[src/rtl/updi_tx_serializer.sv]
// UPDI transmit serializer.
// Pops bytes from the instruction FIFO and sends each as an asynchronous
// frame (start, 8 data bits LSB-first, even parity, 2 stop bits) on the
// single-wire UPDI line. It also generates a BREAK (line held low for
// BREAK_BITS bit times) on request.
//
// Ports:
//   clk, rst     - system clock, asynchronous active-high reset
//   baud_div     - clocks per bit minus 1, sampled at frame/break start
//   send_break   - one-cycle BREAK request (latched until serviced)
//   fifo_data    - FIFO read data, valid the cycle after fifo_rd_en
//   fifo_empty   - FIFO empty flag
//   fifo_rd_en   - one-cycle FIFO pop strobe
//   tx, tx_en    - line value and drive enable (0 = released)
//   busy         - state != IDLE or a break is pending
//   byte_done    - one-cycle pulse as a frame returns to IDLE
module updi_tx_serializer #(
  parameter int DIV_BITS   = 16,
  parameter int BREAK_BITS = 12
) (
  input  logic                clk,
  input  logic                rst,
  input  logic [DIV_BITS-1:0] baud_div,
  input  logic                send_break,
  input  logic [7:0]          fifo_data,
  input  logic                fifo_empty,
  output logic                fifo_rd_en,
  output logic                tx,
  output logic                tx_en,
  output logic                busy,
  output logic                byte_done
);

  // Bit index must count data bits (0..7) as well as break bits (0..BREAK_BITS).
  localparam int IW = ($clog2(BREAK_BITS + 1) > 3) ? $clog2(BREAK_BITS + 1) : 3;

  typedef enum logic [2:0] {
    S_IDLE, S_LOAD, S_LATCH, S_START, S_DATA, S_PARITY, S_STOP, S_BREAK
  } state_t;

  state_t              state_q, state_d;
  logic [DIV_BITS-1:0] div_q, div_d;
  logic [DIV_BITS-1:0] cnt_q, cnt_d;
  logic [IW-1:0]       idx_q, idx_d;
  logic [7:0]          shift_q, shift_d;
  logic                par_q, par_d;
  logic                pend_q, pend_d;
  logic                tx_q, tx_d;
  logic                en_q, en_d;
  logic                rd_q, rd_d;
  logic                busy_q, busy_d;
  logic                done_q, done_d;
  logic                bit_end;

  assign bit_end = (cnt_q == '0);

  always_comb begin
    state_d = state_q;
    div_d   = div_q;
    cnt_d   = cnt_q;
    idx_d   = idx_q;
    shift_d = shift_q;
    par_d   = par_q;
    done_d  = 1'b0;
    pend_d  = pend_q | send_break;

    if (state_q inside {S_START, S_DATA, S_PARITY, S_STOP, S_BREAK})
      cnt_d = bit_end ? div_q : cnt_q - DIV_BITS'(1);

    case (state_q)
      S_IDLE: begin
        // The raw request is honoured here too so a break arriving together
        // with FIFO data still wins.
        if (pend_q || send_break) begin
          state_d = S_BREAK;
          pend_d  = 1'b0;
          div_d   = baud_div;
          cnt_d   = baud_div;
          idx_d   = '0;
        end else if (!fifo_empty) begin
          state_d = S_LOAD;
          div_d   = baud_div;
        end
      end
      S_LOAD:  state_d = S_LATCH;
      S_LATCH: begin
        shift_d = fifo_data;
        par_d   = ^fifo_data;
        cnt_d   = div_q;
        state_d = S_START;
      end
      S_START: begin
        if (bit_end) begin
          state_d = S_DATA;
          idx_d   = '0;
        end
      end
      S_DATA: begin
        if (bit_end) begin
          if (idx_q == IW'(7)) state_d = S_PARITY;
          else                 idx_d   = idx_q + IW'(1);
        end
      end
      S_PARITY: begin
        if (bit_end) begin
          state_d = S_STOP;
          idx_d   = '0;
        end
      end
      S_STOP: begin
        if (bit_end) begin
          if (idx_q == IW'(1)) begin
            state_d = S_IDLE;
            done_d  = 1'b1;
          end else begin
            idx_d = idx_q + IW'(1);
          end
        end
      end
      S_BREAK: begin
        if (bit_end) begin
          if (idx_q == IW'(BREAK_BITS)) state_d = S_IDLE;
          else                          idx_d   = idx_q + IW'(1);
        end
      end
      default: state_d = S_IDLE;
    endcase

    // Outputs are decoded from the next state so the registered pins line up
    // with the state register.
    en_d   = (state_d != S_IDLE);
    rd_d   = (state_d == S_LOAD);
    busy_d = (state_d != S_IDLE) | pend_d;
    case (state_d)
      S_START:  tx_d = 1'b0;
      S_DATA:   tx_d = shift_q[idx_d[2:0]];
      S_PARITY: tx_d = par_q;
      S_BREAK:  tx_d = (idx_d >= IW'(BREAK_BITS));
      default:  tx_d = 1'b1;
    endcase
  end

  always_ff @(posedge clk or posedge rst) begin
    if (rst) begin
      state_q <= S_IDLE;
      div_q   <= '0;
      cnt_q   <= '0;
      idx_q   <= '0;
      shift_q <= '0;
      par_q   <= 1'b0;
      pend_q  <= 1'b0;
      tx_q    <= 1'b1;
      en_q    <= 1'b0;
      rd_q    <= 1'b0;
      busy_q  <= 1'b0;
      done_q  <= 1'b0;
    end else begin
      state_q <= state_d;
      div_q   <= div_d;
      cnt_q   <= cnt_d;
      idx_q   <= idx_d;
      shift_q <= shift_d;
      par_q   <= par_d;
      pend_q  <= pend_d;
      tx_q    <= tx_d;
      en_q    <= en_d;
      rd_q    <= rd_d;
      busy_q  <= busy_d;
      done_q  <= done_d;
    end
  end

  assign tx         = tx_q;
  assign tx_en      = en_q;
  assign fifo_rd_en = rd_q;
  assign busy       = busy_q;
  assign byte_done  = done_q;

endmodule

[config.mk]
export PLATFORM = sky130hd
export DESIGN_NAME = updi_tx_serializer
export DESIGN_NICKNAME = d
export VERILOG_FILES = /design/src/rtl/updi_tx_serializer.sv
export SDC_FILE = /design/constraint.sdc
export NUM_CORES = 1
export LEC_CHECK = 0
export ABC_AREA = 1
export ABC_CLOCK_PERIOD_IN_PS = 2300
export BUFFER_PORTS_ARGS = -buffer_cell sky130_fd_sc_hd__buf_4
export CAP_MARGIN = 20
export CELL_PAD_IN_SITES_DETAIL_PLACEMENT = 1
export CELL_PAD_IN_SITES_GLOBAL_PLACEMENT = 2
export CORE_ASPECT_RATIO = 1.1
export CORE_MARGIN = 4
export CORE_UTILIZATION = 35
export CTS_CLUSTER_SIZE = 10
export DETAILED_ROUTE_END_ITERATION = 12
export GPL_ROUTABILITY_DRIVEN = 0
export HOLD_SLACK_MARGIN = 0.03
export PLACE_DENSITY_LB_ADDON = 0.3
export SYNTH_ARGS = -nofsm -noshare
export SYNTH_HDL_FRONTEND = slang
export SYNTH_SLANG_ARGS = --single-unit
export TNS_END_PERCENT = 1
[constraint.sdc]
create_clock -name clk -period 2.3 [get_ports clk]
set_input_delay 0.115 -clock clk [delete_from_list [all_inputs] [get_ports clk]]
set_output_delay 0.115 -clock clk [all_outputs]
set_load 0.01 [all_outputs]
* After elaboration in Yosys (flattened, before gate mapping)
Cells that the tools add are included.
** Word-level totals
- Bits in registers :: 54
- Input bits :: 28
- Output and inout port bits :: 5
** Operators by class
- $add $sub $neg :: 2
- Order comparisons :: 2
- Eq/ne operators :: 16
- Muxes and demuxes :: 34
- Bitwise operators :: 2
- Reduce and logical (&&, ||, !) cells :: 8
** Operators with widths (count)
- $mux 16 :: 5
- $mux 4 :: 8
- $pmux 16 s2 :: 1
- $mux 3 :: 10
- $pmux 3 s8 :: 1
- $eq 3x3->1 const B :: 7
- $pmux 4 s5 :: 1
- $logic_not 16->1 :: 1
- $sub 16x1->16 const B :: 1
- $eq 3x2->1 const B :: 3
- $reduce_xor 8->1 :: 1
- $eq 3x1->1 const B :: 2
- $mux 1 :: 6
- $reduce_bool 5->1 :: 1
- $add 4x1->4 const B :: 1
- $eq 4x1->1 const B :: 1
- $eq 4x3->1 const B :: 1
- $eq 4x4->1 const B :: 1
- $ge 4x4->1 const B :: 1
- $lt 3x4->1 const B :: 1
- $pmux 1 s4 :: 1
- $bmux 1 s3 :: 1
- $logic_not 3->1 :: 1
- $reduce_bool 3->1 :: 1
- 5 further kinds :: 6

* Depth between registers and ports, before layout
Gate-level depths: netlist (run 1).
- Word-level depth :: 7
- Gate-level depth with buffers :: 18
- Gate-level depth less buffers :: 17

* Worst setup path after synthesis (run 1)
No wires, ideal clock.
- Kind :: flip-flop to flip-flop
- Start :: register cnt_q[0]
- End :: register busy_q, in the netlist busy
- Setup time :: 0.124 ns
- Data arrival time :: 1.770 ns
- Data required time :: 2.176 ns
- Path slack :: 0.405 ns
- Stages on the path, launching flop included :: 14
- Path buffers :: 0
- Period minus slack after synthesis :: 1.895 ns
- Path through :: dfrtp_1 inv_1 ha_1 nand2_1 nor2_4 nand2_4 o21ai_4 and2_4 nand2_2 nand2_2 inv_2 nor2_2 nand2_1 or2_1
** On the way
- Word-level cells in the longest chain between the ends :: 5
** RTL lines
- start, declared :: line 43 : logic [DIV_BITS-1:0] cnt_q, cnt_d;
- start signal, assigned :: line 160 : cnt_q <= cnt_d;
- $logic_not 16->1 (*) :: line 55 : assign bit_end = (cnt_q == '0);
- $mux 3, on equally long branches
- $pmux 3 s8 (*) :: line 70 : case (state_q)
- named net state_d[1] :: line 41 : state_t state_q, state_d;
- $reduce_bool 3->1 (*)
- named net en_d :: line 49 : logic en_q, en_d;
- $or 1x1->1 (*) :: line 133 : busy_d = (state_d != S_IDLE) | pend_d;
- named net busy_d :: line 51 : logic busy_q, busy_d;
- end signal, assigned :: line 168 : busy_q <= busy_d;
- end, declared :: line 51
The timed path passes the listed nets; every way through them passes the cells marked *.
A chain may end at the register's enable or synchronous reset.

* Final worst setup path (run 1)
Ends and elaborated chain as after synthesis.

==> results of run 1 <==
[cells in the final DEF (no fill, tap or decap), drive strengths merged, types with 8 or more instances in the layout]
cell and n:
mux2 9, dlygate4sd3 17, a21oi 24, nor2 50, nand3 31, inv 54, nand2 144, o21ai 39
dfrtp 53, xnor2 8, buf 49, o211ai 15
[worst max path at each step]
stage                        start   end  slack, ns  depth (start not counted)
after floorplan           cnt_q[0]  busy       0.41                         13
after detailed placement  cnt_q[0]  busy       0.03                         13
final                     cnt_q[0]  busy       0.16                         13
after CTS                 cnt_q[0]  busy       0.05                         13
after global routing      cnt_q[0]    tx      0.005                         15
after global placement    cnt_q[0]  busy        0.1                         13
[per-layer routing]
layer / GRT usage, % / up-vias
met1: 27.4 / 1682
met5: 0 / -
met3: 2.37 / 12
met2: 32.1 / 42
met4: 5.34 / 0
li1: - / 1697
[worst max-delay path, cell delays in order, from the launching register on]
cell	delay (ns)
dfrtp_1	0.41
inv_1	0.11
ha_2	0.21
nand2_2	0.11
nor2_4	0.17
nand2_8	0.13
o21ai_4	0.18
and2_4	0.17
nand2_2	0.06
nand2_2	0.08
inv_2	0.05
nor2_2	0.07
nand2_1	0.07
or2_1	0.21
[area by class of cell]
cell class / instances / area share [%]
clock inverter: 2 / 1.36
timing repair buffer: 66 / 12.2
clock buffer: 6 / 1.87
inverter: 55 / 4.84
tap: 120 / 3.39
sequential: 54 / 30.6
multi-input combinational: 358 / 45.8
[registers in the layout (all words and copies together) (netlist names), 3 cells and up]
name     flops
idx_q        4
state_q      3
cnt_q       16
shift_q      8
div_q       16
[power groups by stage]
stage                     logic (uW)  clock network (uW)  registers [uW]
final                            130                 809             972
after global routing             147                 878             974
after CTS                        132                 830             972
after detailed placement         109                   0             990
after global placement           106                   0             990
after floorplan                 52.1                   0             987
[what timing repair did]
| action | CTS | global route |
|---|---|---|
| pin swaps | 0 | 3 |
| setup endpoints to repair | 1 | 4 |
| buffers inserted | 0 | 2 |
| endpoints found under the hold margin | 46 | 0 |
| hold buffers | 17 | 0 |
| resized for setup | 1 | 9 |
[through the flow]
step | setup slack (ns) | util [%]
after floorplan | 0.405 | -
after global placement | 0.0983 | 40.7
after detailed placement | 0.0324 | 40.7
after CTS | 0.0486 | 43.9
after global routing | 0.00523 | 44.3
final | 0.158 | 44.3
[kinds of logic after synthesis]
group / Yosys count
compound gates: 90
buf+inv: 68
simple gates: 243
xor+xnor: 12
mux: 9
flops: 54
fa+ha+maj: 4
==> results_dict.tcl, run 1 <==
set metrics [dict create \
    min-delay-path-class "in -> reg" \
    stdcell_area_sq_um 4420 \
    yosysMostFrequentCell "nand2_1" \
    die_area_sq_um 12000 \
    relSlewSlack_pct 54.5 \
    wirelength_microns 11000 \
    ys_warn_count 0 \
    num_antenna_cells 0 \
    start_kind "flop" \
    synthXorXnorAreaFrac_pct 2.90 \
    r2r_cells 13 \
    grt_pass1_vias 3708 \
    dp.cells 634 \
    syn_inst 480 \
    wl_met2_microns 5150 \
    crit_fanout 16 \
    cts_tree "done" \
    fmax_ghz 0.467 \
    synth_edf_count 0 \
    yosys.area_share.adder_pct 1.38 \
    avgRoutedWirePerCell_microns 16.6 \
    p_per_area_nw_per_um2 432 \
    placementRows 38 \
    fillerInstances 1245 \
    grt_pass1_wl_microns 19000 \
    synth-simple-area-share_pct 32.7 \
    synth_compound_area_share_pct 15.4 \
    overflow 0 \
    finalSetupViolCount 0 \
    holdCritStartpoint "baud_div[1]" \
    finalSetupTns_ns 0 \
    wl_met3_microns 251 \
    layout-drive-gt1-share_pct 22.7 \
    whs_endpoint "div_q[1]" \
    fin_nets 572 \
    maxCapViolCount 0 \
    dp.final_hpwl_microns 8380 \
    drc_errors 0 \
    antenna_found_initial 0 \
    synth_area_sq_um 3620 \
    synth_area_leader_cell "dfrtp_1" \
    end_kind "flop" \
    clock-skew-final_ns 0.00960 \
    root_buffer "clkbuf_8" \
    synth_mux_area_share_pct 2.80 \
    clock_power_share_pct 42.3 \
    power_frac_seq_pct 50.9 \
    die_height_microns 115 \
    port_buffers 32 \
    outcome "complete, no violations" \
    slew_violations 0 \
    firstDrtPassIters 4 \
    dr.max_layer_used "met4" \
    routed_via_density 5.19 \
    synthArstFlopShare_pct 100 \
    crit_arrival_ns 2.36 \
    wl_met1_microns 5400 \
    clock_sinks 54 \
    hold_violations 0 \
    min_path_cells 2 \
    cts_buffers 5 \
    p_total_uw 1910 \
    rsz0062_at_grt "no" \
    place_area_sq_um 4060 \
    final-seq-area_sq_um 1350 \
    fp.dieW_microns 105 \
    period_minus_slack_ns 2.14 \
    critPathKind "reg -> reg" \
    cp.required_ns 2.52 \
    synth.avg_cell_area_sq_um 7.54 \
    r2r-end "busy" \
    swShare_pct 21.5 \
    grt_max_degree 33 \
    max_slew.worst_pin.slew_ns 0.682 \
    synth_flop_cell "dfrtp_1" \
    layout.cells.non_filler 661 \
    syn_to_final_growth_pct 22.2 \
    yosys_register_bits 54 \
    yosysUniqueCellTypes 47 \
    syn-num-nets 512 \
    grt_use_total_pct 19.6 \
    synth_top_family_by_area "simple AND/OR/NAND/NOR gates" \
    htree_levels 2 \
    finalHoldWorstSlack_ns 0.0432 \
    multi_input_area_sq_um 2030 \
    comb_power_share_pct 6.8 \
    switchingPower_uw 411 \
    drt_iter0_drc 117 \
    fin_crit_sh_pct 93.1 \
    io_pins 33 \
    synth_common_cells "129 x nand2_1, 53 x dfrtp_1, 45 x inv_1" \
    cts_buffer_depth 2 \
    ys_seq_area_share_pct 37.4 \
    vias 3433 \
    reg2reg_slack_ns 0.16 \
    core-area_sq_um 9980 \
    power.internal_uw 1500 \
    final_antenna_net_count 0 \
    initial_core_util_pct 36.3 \
    clock_latency_ns 0.33 \
    synth_area_leaders "dfrtp_1 37%, nand2_1 13%, inv_1 4.7%" \
    path_clk_slew_ns 0.10 \
    r2r_start "cnt_q[0]" \
    p_leak_uw 0.00204 \
    synth_top_area_share_pct 36.6 \
    ir_drop_mv 0.331 \
]
Note: power is estimated with default switching activity, not from simulation.
==> run 2: changes to the inputs <==
--- a/config.mk
+++ b/config.mk
@@ -6,14 +6,13 @@
 export NUM_CORES = 1
 export LEC_CHECK = 0
 export ABC_AREA = 1
-export ABC_CLOCK_PERIOD_IN_PS = 2300
+export ABC_CLOCK_PERIOD_IN_PS = 1900
 export BUFFER_PORTS_ARGS = -buffer_cell sky130_fd_sc_hd__buf_4
 export CAP_MARGIN = 20
 export CELL_PAD_IN_SITES_DETAIL_PLACEMENT = 1
 export CELL_PAD_IN_SITES_GLOBAL_PLACEMENT = 2
 export CORE_ASPECT_RATIO = 1.1
-export CORE_MARGIN = 4
-export CORE_UTILIZATION = 35
+export CORE_UTILIZATION = 32
 export CTS_CLUSTER_SIZE = 10
 export DETAILED_ROUTE_END_ITERATION = 12
 export GPL_ROUTABILITY_DRIVEN = 0
==> constraint.sdc (replaced) <==
create_clock -name clk -period 1.9 [get_ports clk]
set_input_delay 0.095 -clock clk [delete_from_list [all_inputs] [get_ports clk]]
set_output_delay 0.095 -clock clk [all_outputs]
set_load 0.01 [all_outputs]
==> results_dict.tcl, run 2 (same netlist as run 1, synthesis figures left out) <==
set metrics [dict create \
    outcome "finished with violations" \
    violations "negative setup slack" \
    initial_core_util_pct 33.0 \
    clock_sinks 54 \
    grt_pass1_vias 3869 \
    firstDrtPassIters 4 \
    drc_errors 0 \
    p_per_area_nw_per_um2 481 \
    layout.cells.non_filler 743 \
    fin_ws_ns -0.0552 \
    die_area_sq_um 11700 \
    finalSetupTns_ns -0.0888 \
    critPathKind "reg -> reg" \
    rsz0062_at_grt "yes" \
    avgRoutedWirePerCell_microns 15.4 \
    switchingPower_uw 517 \
    slew_violations 0 \
    layout_common_cells "122 x nand2_1, 108 x buf_4, 52 x dfrtp_1" \
    busiest_layer "met2" \
    dp.cells 721 \
    crit_arrival_ns 2.13 \
    fmax_ghz 0.511 \
    critPathSlowestCell "dfrtp_1" \
    r2r_start "cnt_q[1]" \
    swShare_pct 21.4 \
    grt_use_total_pct 21.2 \
    cp.required_ns 2.08 \
    grtUsageMet1_pct 28.0 \
    finalSetupViolCount 2 \
    dp.final_hpwl_microns 8530 \
    power.internal_uw 1900 \
    endpoint "busy" \
    grt_pass1_wl_microns 19000 \
    final_common_cell "nand2_1" \
    p_leak_uw 0.00236 \
    hold_violations 0 \
    cp.depth 14 \
    wirelength_microns 11500 \
    end_kind "flop" \
    reg2reg_slack_ns -0.06 \
    power_frac_seq_pct 48.7 \
    r2r-end "busy" \
    p_total_uw 2410 \
    vias 3633 \
    ir_drop_mv 0.419 \
    fin_crit_sh_pct 103 \
    slowest_delay_ns 0.39 \
    routed_via_density 4.89 \
    antenna_found_initial 0 \
    cpMostUsedCell "nand2_2" \
    maxCapViolCount 0 \
    cp_num_buf_inv 3 \
    path_cells "inv_2 -> ha_4 -> nand2_4 -> nor2_4 -> buf_4 -> nand3b_1 -> nand2_2 -> and2_4 -> nand2_2 -> nand2_2 -> inv_2 -> nor2_2 -> nand2_1 -> or2_1" \
    start_kind "flop" \
    placementRows 40 \
    grtUsageMet2_pct 36.1 \
    fillerInstances 1355 \
    top_regs "cnt_q x16, div_q x16, shift_q x8" \
    period_minus_slack_ns 1.96 \
    comb_power_share_pct 6.0 \
    core-area_sq_um 11000 \
    htree_levels 2 \
    syn_to_final_growth_pct 38.5 \
    port_buffers 32 \
    use_met3_pct 2.08 \
    io_pins 33 \
    root_buffer "clkbuf_16" \
    drt_iter0_drc 114 \
    cts_buffer_depth 2 \
    final_antenna_net_count 0 \
    die_height_microns 114 \
    max_slew.worst_pin.slew_ns 0.626 \
    crit_fanout 4 \
    num_antenna_cells 0 \
    critical_path.top_delay_family "simple AND/OR/NAND/NOR gates" \
    cts_tree "done" \
    multi_input_area_sq_um 2120 \
    cts_buffers 5 \
    clock-skew-final_ns 0.00547 \
    grt_max_degree 29 \
    path_clk_slew_ns 0.07 \
    layout-drive-gt1-share_pct 34.4 \
    fin_nets 628 \
    cp-startpoint "cnt_q[1]" \
    min-delay-path-class "in -> reg" \
    r2r_cells 14 \
    clock_latency_ns 0.30 \
    clock_power_share_pct 45.3 \
    overflow 0 \
    relSlewSlack_pct 58.2 \
    final-seq-area_sq_um 1350 \
    fp.dieW_microns 103 \
]
## run 2: routing by layer
metal	vias to the layer above	share of wire [%]
met5	-	0
met1	1750	47
li1	1810	-
met3	17	3.0
met2	56	47
met4	0	2.1
## run 2: area by class of cell
type / count / share of cell area (%)
multi-input combinational: 359 / 42.3
sequential: 54 / 27.0
timing repair buffer: 121 / 19.4
inverter: 55 / 4.27
tap: 147 / 3.67
clock buffer: 6 / 2.77
clock inverter: 1 / 0.599
## run 2: worst min-delay path by stage
stage	end	start	depth (start not counted)	slack (ns)
2_1_floorplan	shift_q[5]	fifo_data[5]	2	0.21
3_3_place_gp	cnt_q[3]	rst	2	0.22
3_5_place_dp	div_q[3]	rst	2	0.23
4_1_cts	div_q[1]	baud_div[1]	2	0.03
5_1_grt	div_q[2]	baud_div[2]	2	0.03
6_report	div_q[6]	baud_div[6]	2	0.04
## run 2: repair_timing
item | 4_1_cts | 5_1_grt
gates cloned | 1 | 0
endpoints found under the setup margin | 21 | 22
resized for setup | 17 | 21
hold endpoints to repair | 34 | 0
pin swaps | 5 | 3
hold buffers | 9 | 0
buffers inserted | 1 | 4
## run 2: power by group through the flow
stage,Clock (uW),Sequential [uW],Combinational (uW)
6_report,1090,1180,145
3_5_place_dp,0,1200,134
5_1_grt,1170,1180,166
2_1_floorplan,0,1190,63.0
4_1_cts,1120,1170,148
3_3_place_gp,0,1200,131
## run 2: through the flow
step	setup WS (ns)	util (%)	area (sq um)	hold slack, ns
after floorplan	0.00542	-	3620	0.212
after global placement	-0.155	41.8	4590	0.224
after detailed placement	-0.258	41.8	4590	0.226
after CTS	-0.0810	44.9	4920	0.0313
after global routing	-0.212	45.8	5020	0.0309
final	-0.0552	45.8	5020	0.0368
